<file path="config.mk">
export PLATFORM = sky130hd
export DESIGN_NAME = i2c_reg_bank
export DESIGN_NICKNAME = d
export VERILOG_FILES = /design/src/rtl/i2c_reg_bank.sv
export SDC_FILE = /design/constraint.sdc
export NUM_CORES = 1
export LEC_CHECK = 0
export CAP_MARGIN = 20
export CELL_PAD_IN_SITES_DETAIL_PLACEMENT = 1
export CELL_PAD_IN_SITES_GLOBAL_PLACEMENT = 1
export CORE_MARGIN = 10
export CORE_UTILIZATION = 33
export CTS_CLUSTER_SIZE = 10
export DETAILED_ROUTE_END_ITERATION = 6
export HOLD_SLACK_MARGIN = 0.1
export PLACE_DENSITY_LB_ADDON = 0.1
export SYNTH_ARGS = -nofsm -noshare
export SYNTH_HDL_FRONTEND = slang
export SYNTH_SLANG_ARGS = --single-unit
</file>
<file path="constraint.sdc">
create_clock -name clk -period 2.8 [get_ports clk]
set_input_delay 0.56 -clock clk [delete_from_list [all_inputs] [get_ports clk]]
set_output_delay 0.56 -clock clk [all_outputs]
set_load 0.05 [all_outputs]
</file>
<file path="src/rtl/i2c_reg_bank.sv">
// i2c_reg_bank: pointer-addressed register bank for an I2C-style slave.
//
// An address pointer is loaded with addrLoad/addrIn and then advanced by
// every write or read strobe, so a host can stream through consecutive
// registers. Addresses 0..NUM_RW-1 are host-writable registers, and
// NUM_RW..NUM_RW+NUM_RO-1 are read-only status inputs.
//
// Optional feature (macro REG_BANK_LOCK_EN): a lock register at address
// TOTAL. Writing 8'hA5 locks out writes to the writable registers, and
// writing 8'h5A unlocks them. Reading that address returns {0.., locked}.
//
// Ports:
//   clk, rst        clock, synchronous active-high reset
//   domain          security-domain label, no functional effect
//   addrLoad/addrIn load the address pointer (takes priority over strobes)
//   wrStrobe        write dataIn at the pointer
//   rdStrobe        read the pointer into dataOut
//   dataIn          write data
//   dataOut         registered read data, held between reads
//   dataOutValid    one-cycle pulse when dataOut is updated
//   rwRegs          flattened writable registers, reg i at [i*DATA_W +: DATA_W]
//   roRegs          flattened read-only status inputs, same packing
//   wrPulse         one-hot pulse per completed register write
//   addrErr         one-cycle pulse on any rejected access
module i2c_reg_bank #(
  parameter int DATA_W = 8,
  parameter int NUM_RW = 4,
  parameter int NUM_RO = 4,
  parameter int ADDR_W = 8
) (
  input  logic                     clk,
  input  logic                     rst,
  input  logic                     domain,
  input  logic                     addrLoad,
  input  logic [ADDR_W-1:0]        addrIn,
  input  logic                     wrStrobe,
  input  logic                     rdStrobe,
  input  logic [DATA_W-1:0]        dataIn,
  output logic [DATA_W-1:0]        dataOut,
  output logic                     dataOutValid,
  output logic [NUM_RW*DATA_W-1:0] rwRegs,
  input  logic [NUM_RO*DATA_W-1:0] roRegs,
  output logic [NUM_RW-1:0]        wrPulse,
  output logic                     addrErr
);

  localparam int TOTAL = NUM_RW + NUM_RO;
  localparam logic [ADDR_W-1:0] RW_END  = ADDR_W'(NUM_RW);
  localparam logic [ADDR_W-1:0] TOTAL_A = ADDR_W'(TOTAL);

  logic [ADDR_W-1:0] ptr_q, ptr_d;
  logic [DATA_W-1:0] rw_q [NUM_RW];
  logic [DATA_W-1:0] dout_q, dout_d;
  logic              dvld_q, dvld_d;
  logic [NUM_RW-1:0] wrp_q, wrp_d;
  logic              aerr_q, aerr_d;

  logic              in_rw, in_ro, is_lock, locked, lock_wr;
  logic [DATA_W-1:0] rd_val;
  logic              unused_domain;

  assign unused_domain = domain;

`ifdef REG_BANK_LOCK_EN
  // The lock register extends the valid address range by one.
  localparam logic [ADDR_W-1:0] LAST_A     = TOTAL_A;
  localparam logic [DATA_W-1:0] KEY_LOCK   = DATA_W'(8'hA5);
  localparam logic [DATA_W-1:0] KEY_UNLOCK = DATA_W'(8'h5A);

  typedef enum logic {UNLOCKED = 1'b0, LOCKED = 1'b1} lock_e;
  lock_e lock_q, lock_d;

  assign is_lock = (ptr_q == TOTAL_A);

  always_ff @(posedge clk) begin
    if (rst) lock_q <= UNLOCKED;
    else     lock_q <= lock_d;
  end

  always_comb begin
    lock_d = lock_q;
    if (lock_wr) begin
      case (lock_q)
        UNLOCKED: if (dataIn == KEY_LOCK)   lock_d = LOCKED;
        LOCKED:   if (dataIn == KEY_UNLOCK) lock_d = UNLOCKED;
        default:  lock_d = UNLOCKED;
      endcase
    end
  end

  always_comb begin
    locked = (lock_q == LOCKED);
  end
`else
  localparam logic [ADDR_W-1:0] LAST_A = TOTAL_A - ADDR_W'(1);
  logic unused_lock_wr;
  assign is_lock        = 1'b0;
  assign locked         = 1'b0;
  assign unused_lock_wr = lock_wr;
`endif

  assign in_rw = (ptr_q < RW_END);
  assign in_ro = (ptr_q >= RW_END) && (ptr_q < TOTAL_A);

  // Read mux; out-of-range addresses fall through to zero.
  always_comb begin
    rd_val = '0;
    for (int i = 0; i < NUM_RW; i++)
      if (ptr_q == ADDR_W'(i)) rd_val = rw_q[i];
    for (int j = 0; j < NUM_RO; j++)
      if (ptr_q == ADDR_W'(NUM_RW + j)) rd_val = roRegs[j*DATA_W +: DATA_W];
    if (is_lock) rd_val = {{(DATA_W-1){1'b0}}, locked};
  end

  always_comb begin
    ptr_d   = ptr_q;
    dout_d  = dout_q;
    dvld_d  = 1'b0;
    wrp_d   = '0;
    aerr_d  = 1'b0;
    lock_wr = 1'b0;
    if (addrLoad) begin
      // Pointer load wins; strobes in the same cycle are dropped silently.
      ptr_d = addrIn;
    end else if (wrStrobe && rdStrobe) begin
      aerr_d = 1'b1;
    end else if (wrStrobe || rdStrobe) begin
      // Beyond the last valid address the pointer first steps out of
      // range, then returns to 0 on the following access.
      ptr_d = (ptr_q > LAST_A) ? '0 : ptr_q + ADDR_W'(1);
      if (wrStrobe) begin
        if (in_rw && !locked) begin
          for (int i = 0; i < NUM_RW; i++)
            if (ptr_q == ADDR_W'(i)) wrp_d[i] = 1'b1;
        end else if (is_lock) begin
          lock_wr = 1'b1;
        end else begin
          aerr_d = 1'b1;
        end
      end else begin
        dvld_d = 1'b1;
        dout_d = rd_val;
        if (!(in_rw || in_ro || is_lock)) aerr_d = 1'b1;
      end
    end
  end

  always_ff @(posedge clk) begin
    if (rst) begin
      ptr_q  <= '0;
      dout_q <= '0;
      dvld_q <= 1'b0;
      wrp_q  <= '0;
      aerr_q <= 1'b0;
      for (int i = 0; i < NUM_RW; i++) rw_q[i] <= '0;
    end else begin
      ptr_q  <= ptr_d;
      dout_q <= dout_d;
      dvld_q <= dvld_d;
      wrp_q  <= wrp_d;
      aerr_q <= aerr_d;
      for (int i = 0; i < NUM_RW; i++)
        if (wrp_d[i]) rw_q[i] <= dataIn;
    end
  end

  for (genvar g = 0; g < NUM_RW; g++) begin : g_flat
    assign rwRegs[g*DATA_W +: DATA_W] = rw_q[g];
  end

  assign dataOut      = dout_q;
  assign dataOutValid = dvld_q;
  assign wrPulse      = wrp_q;
  assign addrErr      = aerr_q;

endmodule

</file>
=== Word level (Yosys, flattened, before mapping) ===
Memory sizes are Yosys's and may differ from the RTL's.
Cells that the tools add are included.

* Word-level logic and storage cells: 82
* Bits in registers: 22
* Memories kept: 1
* Output and inout bits: 46
* RAM bits: 32
* Input port bits: 54

{| class="wikitable"
|+ Memory list
! memory !! depth !! bits a word !! rd ports !! clocked after Yosys merged registers in !! write ports !! RTL line !! RTL
|-
| rw_q || 4 || 8 || 4 || 0 || 4 || 52 || <nowiki>logic [DATA_W-1:0] rw_q [NUM_RW];</nowiki>
|}

* Bitwise operators: 8
* Magnitude comparators: 4
* Reductions and logical operators: 10
* Muxes and demuxes: 45
* Equal/unequal tests: 8
* Add/subtract/negate cells: 1

{| class="wikitable"
|+ Operator list
! kind !! count
|-
| 8-bit 2-to-1 mux || 16
|-
| 8-bit by 3-bit == test with 1-bit output (second input constant) || 4
|-
| 1-bit 2-to-1 mux || 24
|-
| 4-bit 2-to-1 mux || 5
|-
| 8-bit by 2-bit == test with 1-bit output (second input constant) || 2
|-
| 8-bit by 1-bit adder with 8-bit output (second input constant) || 1
|-
| 8-bit by 1-bit == test with 1-bit output (second input constant) || 1
|-
| 8-bit by 3-bit greater-or-equal comparator with 1-bit output (second input constant) || 1
|-
| 8-bit by 3-bit greater-than comparator with 1-bit output (second input constant) || 1
|-
| 8-bit zero test || 1
|-
| 8-bit by 3-bit less-than comparator with 1-bit output (second input constant) || 1
|-
| 8-bit by 4-bit less-than comparator with 1-bit output (second input constant) || 1
|-
| 1-bit inverter || 4
|-
| 1-bit OR || 4
|-
| 4-bit AND reduction || 1
|-
| 4-bit OR reduction || 1
|-
| 1-bit logical AND || 2
|-
| 1-bit logical OR || 2
|-
| 2-bit != test (second input constant) || 1
|-
| 2-bit AND reduction || 1
|-
| 2-bit nonzero test || 1
|-
| 2-bit OR reduction || 1
|}

=== Logic depth before layout (Yosys ltp) ===
Gate-level depths: netlist (run 1).

* Word-level depth: 11
* Depth in mapped cells: 9
* Mapped depth without buffers: 7

=== Worst setup path before layout (run 1) ===
No wires, ideal clock.

* Kind: reg2reg
* Start point: register ptr_q[1]
* End point: memory rw_q[1][0], enable pin
* Data arrival time: 1655 ps
* Stages on the path, launching flop included: 7
* Required time: 2474 ps
* Clock period less this slack: 1980 ps
* Path slack: 820 ps
* Buffers on the path: 3
* Library setup time: 326 ps
* Cell sequence: dfxtp_1 > inv_1 > ha_1 > clkbuf_1 > clkbuf_1 > clkbuf_1 > a21o_1

{| class="wikitable"
|+ RTL lines
! what !! RTL line !! RTL
|-
| from (decl) || 51 || <nowiki>logic [ADDR_W-1:0] ptr_q, ptr_d;</nowiki>
|-
| from (signal assigned) || 157 || <nowiki>ptr_q <= ptr_d;</nowiki>
|-
| to (decl) || 52 ||
|}

=== Final worst setup path (run 1) ===
* Start point: register ptr_q[1]
* End point: register dout_q[0] (netlist: dataOut[0])

* Word-level cells in the longest chain between the ends: 9
* Elaborated cells between the ends (all ways): 16
* Those cells by class: 7 x eq/ne; 8 x mux; 1 x reduce/logical

{| class="wikitable"
|+ Ends and longest elaborated chain
! what !! RTL line !! RTL
|-
| 8-bit zero test || 109 || <nowiki>if (ptr_q == ADDR_W'(i)) rd_val = rw_q[i];</nowiki>
|-
| 8-bit 2-to-1 mux (4 in a row) || 109 ||
|-
| 8-bit 2-to-1 mux (3 in a row) || 111 || <nowiki>if (ptr_q == ADDR_W'(NUM_RW + j)) rd_val = roRegs[j*DATA_W +: DATA_W];</nowiki>
|-
| 8-bit 2-to-1 mux * || 111 ||
|-
| to (signal assigned) || 158 || <nowiki>dout_q <= dout_d;</nowiki>
|-
| to (decl) || 53 || <nowiki>logic [DATA_W-1:0] dout_q, dout_d;</nowiki>
|}

Every way passes the cells marked *; elsewhere a longest branch is shown, timed or not.
A chain may end at the register's enable or synchronous reset.

==> flow_metrics.tcl, run 1 <==
set metrics [dict create \
    cts_tree "built" \
    finalNetCount 460 \
    timing.fmax_ghz 0.421 \
    initial_core_util_pct 33.6 \
    power_mw 1.83 \
    synth_top_area_share_pct 33.1 \
    clk_latency_ns 0.32 \
    cts_max_level 2 \
    finClkSkew_ns 0.00913 \
    hold_viol 0 \
    yosysWarnings 0 \
    synth-edff-count 32 \
    relSlewSlack_pct 36.7 \
    n_antenna_cell 0 \
    ys_ff_latch 54 \
    drive_gt1_share_pct 6.22 \
    synth_most_common_cell "nand2_1" \
    p_per_area_mw_per_mm2 452 \
    syn_area_mm2 0.00290 \
    final_util_pct 46.7 \
    routed_wl_mm 10.2 \
    min_period_over_period_pct 84.8 \
    grt_pass1_vias 2852 \
    netlist_instances 316 \
    grt_max_degree 37 \
    dpl_cell_area_mm2 0.00395 \
    io_pins 100 \
    synth_area_leaders "edfxtp_1 (33%), dfxtp_1 (15%), and3_1 (6.9%)" \
    avgSynthCellArea_um2 9.17 \
    syn-num-nets 374 \
    syn_to_final_growth_pct 39.2 \
    drt_pass1_iterations 4 \
    rsz0062_at_grt "no" \
    fin_area_mm2 0.00404 \
    path_max_fanout 30 \
    critPathCaptureType "flop" \
    die_height_um 114 \
    setup_tns_ns 0 \
    cts_inserted_buffers 5 \
    post_cts_resize_count 0 \
    grt_pass1_wl_mm 16.0 \
    slew_violations 0 \
    cts_sinks 54 \
    maxCapViolCount 0 \
    ys.flop_type "edfxtp_1" \
    gpl.final_weighted_congestion 0.819 \
    cts.root.buffer_cell "clkbuf_8" \
    rows 34 \
    clockBufferDepth 2 \
    start_kind "flop" \
    worstSetupPathType "reg2reg" \
    cp_data_arrival_time_ns 2.64 \
    grt_overflow_total 0 \
    setup_viol 0 \
    synthArstFlopShare_pct 0 \
    worstPathRequired_ns 3.06 \
    status "finished clean" \
    hpwl_mm 7.87 \
    grt_use_total_pct 15.7 \
    worstMarginPinSlew_ns 0.950 \
    hold-worst-slack_ns 0.502 \
    ys_seq_area_share_pct 48.3 \
    synth_top_cell_by_area "edfxtp_1" \
    vias 2665 \
    synth_common_cells "nand2_1 (39), and3_1 (32), edfxtp_1 (32)" \
    drt_iter0_markers 121 \
    synth.distinct_cells 47 \
    antenna_found_initial 0 \
    numPortBuffers 98 \
    hp-class "reg2reg" \
    cts_hold_buf 0 \
    p_leak_nw 1.59 \
    drt.antenna.violating_nets 0 \
    dieWidth_um 114 \
    via_per_inst 5.23 \
    wl_per_cell_um 20.0 \
    clk_pin_slew_worst_paths_ns 0.11 \
    ir_worst_vdd_mv 0.234 \
    core_area_mm2 0.00864 \
    drc 0 \
    cts_setup_buffers 0 \
    min_period_ns 2.37 \
    dieArea_mm2 0.0129 \
]
worst paths after layout:
| check | startpoint | endpoint | slack, ns | cells after the start |
|---|---|---|---|---|
| setup / recovery | ptr_q[1] | dataOut[0] | 0.43 | 8 |
| hold reg to reg | dataOut[1] | dataOut[1] | 0.50 | 2 |
| hold / removal | dataOut[1] | dataOut[1] | 0.50 | 2 |
| setup reg to reg | ptr_q[1] | dataOut[0] | 0.43 | 8 |
worst max-delay path: stages (launching register included):
cell,delay (ns)
dfxtp_1,0.36
inv_1,0.11
ha_1,0.79
buf_4,0.32
nand2_1,0.07
o211a_1,0.13
nor3_1,0.24
o221ai_1,0.19
nand4_1,0.11
per-stage QoR:
| step | std cells | setup WS, ns |
|---|---|---|
| floorplan | 316 | 0.820 |
| global placement | 503 | 0.427 |
| detailed placement | 503 | 0.405 |
| CTS | 510 | 0.432 |
| global route | 510 | 0.147 |
| finish | 510 | 0.426 |
state kept, by name (all words and copies together) (netlist names):
signal	cells
dataOutValid	1
wrPulse	4
ptr_q	8
dataOut	8
rw_q	32
addrErr	1
logic make-up after synthesis:
logic type | after synthesis | share of synthesized area (%)
and+or+nand+nor | 128 | 24.0
AOI/OAI and AO/OA | 87 | 18.9
DFF | 54 | 48.3
buffers and inverters | 41 | 6.43
adders and majority gates | 4 | 1.73
xor gates and xnor gates | 1 | 0.302
muxes | 1 | 0.345
routing by layer:
metal  track usage (%)  up-vias  part of all wire [%]
li1                  -     1309                     -
met1              18.9     1293                    44
met2              27.3       57                    50
met3              4.09        6                   5.0
met4              3.89        0                  0.89
met5                 0        -                     0
power breakdown:
| group | total, mW | switching [mW] | internal, mW | leakage (nW) |
|---|---|---|---|---|
| Sequential | 0.893 | 0.0240 | 0.869 | 0.514 |
| Combinational | 0.476 | 0.281 | 0.195 | 1.04 |
| Clock | 0.457 | 0.278 | 0.179 | 0.0450 |
| Total | 1.83 | 0.583 | 1.24 | 1.59 |
cells in the final DEF, fill, tap and decap left out, types with 2 or more instances in the layout:
cell / netlist / final
nand4_1: 3 / 3
a21oi_1: 26 / 26
buf_4: 0 / 10
inv_1: 12 / 12
a221oi_1: 4 / 4
nand2b_1: 6 / 6
o31ai_1: 2 / 2
a22o_1: 2 / 2
a221o_1: 2 / 2
ha_1: 4 / 4
a31o_2: 3 / 3
nor2b_1: 6 / 6
and3_1: 32 / 32
o21ai_0: 15 / 15
o221ai_1: 2 / 2
nor2_1: 19 / 19
and2_1: 5 / 5
nand2_1: 39 / 39
edfxtp_1: 32 / 32
nand3b_1: 3 / 3
o21ai_1: 5 / 5
clkbuf_8: 0 / 5
a31oi_1: 8 / 8
inv_6: 0 / 2
nand3_1: 2 / 2
a21o_1: 4 / 4
o22ai_1: 6 / 6
clkdlybuf4s50_1: 0 / 98
dfxtp_1: 22 / 22
nor3_1: 4 / 4
o2111ai_1: 3 / 3
area by class of cell:
class                   instances  area (um2)
well taps                     108         135
multi-input cells             221        1310
fillers                       985        4600
clock inverters                 2        17.5
clock buffers                   5        68.8
inverters                      12        45.0
repair buffers                108        1060
flip-flops and latches         54        1400
(Power assumes the default switching activity.)
==> run 2: changes to the inputs <==
--- a/config.mk
+++ b/config.mk
@@ -9,7 +9,7 @@
 export CELL_PAD_IN_SITES_DETAIL_PLACEMENT = 1
 export CELL_PAD_IN_SITES_GLOBAL_PLACEMENT = 1
 export CORE_MARGIN = 10
-export CORE_UTILIZATION = 33
+export CORE_UTILIZATION = 30
 export CTS_CLUSTER_SIZE = 10
 export DETAILED_ROUTE_END_ITERATION = 6
 export HOLD_SLACK_MARGIN = 0.1
==> constraint.sdc (replaced) <==
create_clock -name clk -period 1.98 [get_ports clk]
set_input_delay 0.396 -clock clk [delete_from_list [all_inputs] [get_ports clk]]
set_output_delay 0.396 -clock clk [all_outputs]
set_load 0.05 [all_outputs]
==> flow_metrics.tcl, run 2 (same netlist as run 1, synthesis figures left out) <==
set metrics [dict create \
    fin_area_mm2 0.00430 \
    p_seq_share_pct 45.1 \
    finClkSkew_ns 0.00859 \
    hp-class "reg2reg" \
    status "finished clean" \
    slew_violations 0 \
    drt_pass1_iterations 4 \
    worstPathRequired_ns 1.58 \
    post_cts_resize_count 0 \
    final_cell_mix "clkdlybuf4s50_1 (67), buf_4 (60), nand2_1 (39)" \
    p_per_area_mw_per_mm2 650 \
    hold_path_depth 2 \
    setup_viol 0 \
    io_pins 100 \
    cp_num_cells 1 \
    crit_path_end "dataOut[1]" \
    clk_pin_slew_worst_paths_ns 0.11 \
    drt_iter0_markers 110 \
    dieArea_mm2 0.0140 \
    cts_max_level 2 \
    timing.fmax_ghz 0.524 \
    min_period_over_period_pct 96.5 \
    dieWidth_um 118 \
    r2r-start "ptr_q[0]" \
    hpwl_mm 8.25 \
    cts_setup_buffers 0 \
    largest_reg_flops 32 \
    multi_input_comb_area_mm2 0.00131 \
    critPathCaptureType "primary output" \
    pwr-share-clk_pct 28.6 \
    p_int_mw 1.94 \
    clockBufferDepth 2 \
    netSwitchingFraction_pct 30.6 \
    cts_tree "built" \
    gpl.final_weighted_congestion 0.803 \
    dpl_cell_area_mm2 0.00418 \
    maxCapViolCount 0 \
    cts.root.buffer_cell "clkbuf_8" \
    finalNetCount 486 \
    worstSetupPathType "reg2out" \
    drive_gt1_share_pct 19.6 \
    reg2reg_slack_ns 0.11 \
    clk_latency_ns 0.32 \
    start_kind "flop" \
    slowest_stage "clkdlybuf4s50_1" \
    worstMarginPinSlew_ns 0.670 \
    crit_buf_inv 1 \
    reg2reg_depth 8 \
    regArea_mm2 0.00140 \
    p_sw_mw 0.854 \
    fill_cells 1105 \
    path_max_fanout 3 \
    grt_overflow_total 0 \
    antenna_found_initial 0 \
    rows 35 \
    slowest_delay_ns 0.82 \
    rsz0062_at_grt "no" \
    n_antenna_cell 0 \
    relSlewSlack_pct 55.0 \
    vias 2726 \
    p_leak_nw 1.81 \
    cp_data_arrival_time_ns 1.51 \
    drc 0 \
    critical_path.top_delay_family "buffers and inverters" \
    cts_hold_buf 0 \
    regMostFlops "rw_q" \
    grt_max_degree 32 \
    core_area_mm2 0.00933 \
    syn_to_final_growth_pct 48.3 \
    numPortBuffers 98 \
    r2r_end "dataOut[7]" \
    wl_per_cell_um 18.7 \
    min_period_ns 1.91 \
    grt_use_total_pct 14.5 \
    grt_pass1_vias 2948 \
    grt_pass1_wl_mm 16.4 \
    via_per_inst 4.89 \
    power_mw 2.79 \
    hold_viol 0 \
    routed_wl_mm 10.4 \
    cts_sinks 54 \
    cts_inserted_buffers 5 \
    p_comb_share_pct 26.4 \
    path_cells "clkdlybuf4s50_1" \
    die_height_um 118 \
    ir_worst_vdd_mv 0.318 \
    drt.antenna.violating_nets 0 \
    crit_start "dataOut[1]" \
    final_common_cell "clkdlybuf4s50_1" \
    initial_core_util_pct 31.1 \
]
## run 2: changes by cell type in the layout (fill, tap and decap cells not counted), sizes merged
| cell | change |
|---|---|
| bufinv | +1 |
| buf | +57 |
| clkdlybuf4s50 | -31 |
## run 2: per-layer routing
layer | wire, um | vias to the layer above | GRT usage (%)
li1 | - | 1362 | -
met1 | 4790 | 1300 | 17.9
met2 | 5040 | 55 | 24.3
met3 | 442 | 9 | 3.66
met4 | 141 | 0 | 3.94
met5 | 0 | - | 0
## run 2: layout make-up
| type | count | area share [%] |
|---|---|---|
| tap | 129 | 3.75 |
| timing repair buffer | 134 | 29.3 |
| sequential | 54 | 32.6 |
| clock inverter | 3 | 1.11 |
| clock buffer | 5 | 1.60 |
| inverter | 12 | 1.05 |
| multi-input combinational | 221 | 30.6 |
## run 2: power by group through the flow
stage / registers, mW / clock network [mW] / logic (mW)
2_1_floorplan: 1.39 / 0 / 0.276
3_3_place_gp: 1.28 / 0 / 0.734
3_5_place_dp: 1.28 / 0 / 0.738
4_1_cts: 1.26 / 0.817 / 0.743
5_1_grt: 1.26 / 0.855 / 0.797
6_report: 1.26 / 0.798 / 0.736
## run 2: through the flow
step	worst slack [ns]	TNS, ns	utilization [%]	hold WS [ns]	cells
floorplan	0.0124	0	-	0.539	316
global placement	-0.0763	-3.54	44.8	0.469	550
detailed placement	-0.117	-2.15	44.8	0.484	550
CTS	0.0565	0	46.1	0.500	558
global route	0.00207	0	46.1	0.514	558
finish	0.0699	0	46.1	0.497	558
## run 2: worst min-delay path by stage
stage	slack (ns)	to	start
final	0.50	dataOut[2]	dataOut[2]
after global routing	0.51	dataOut[2]	dataOut[2]
after CTS	0.50	dataOut[2]	dataOut[2]
after detailed placement	0.48	dataOut[2]	dataOut[2]
after global placement	0.47	dataOut[1]	dataOut[1]
after floorplan	0.54	ptr_q[4]	addrIn[4]
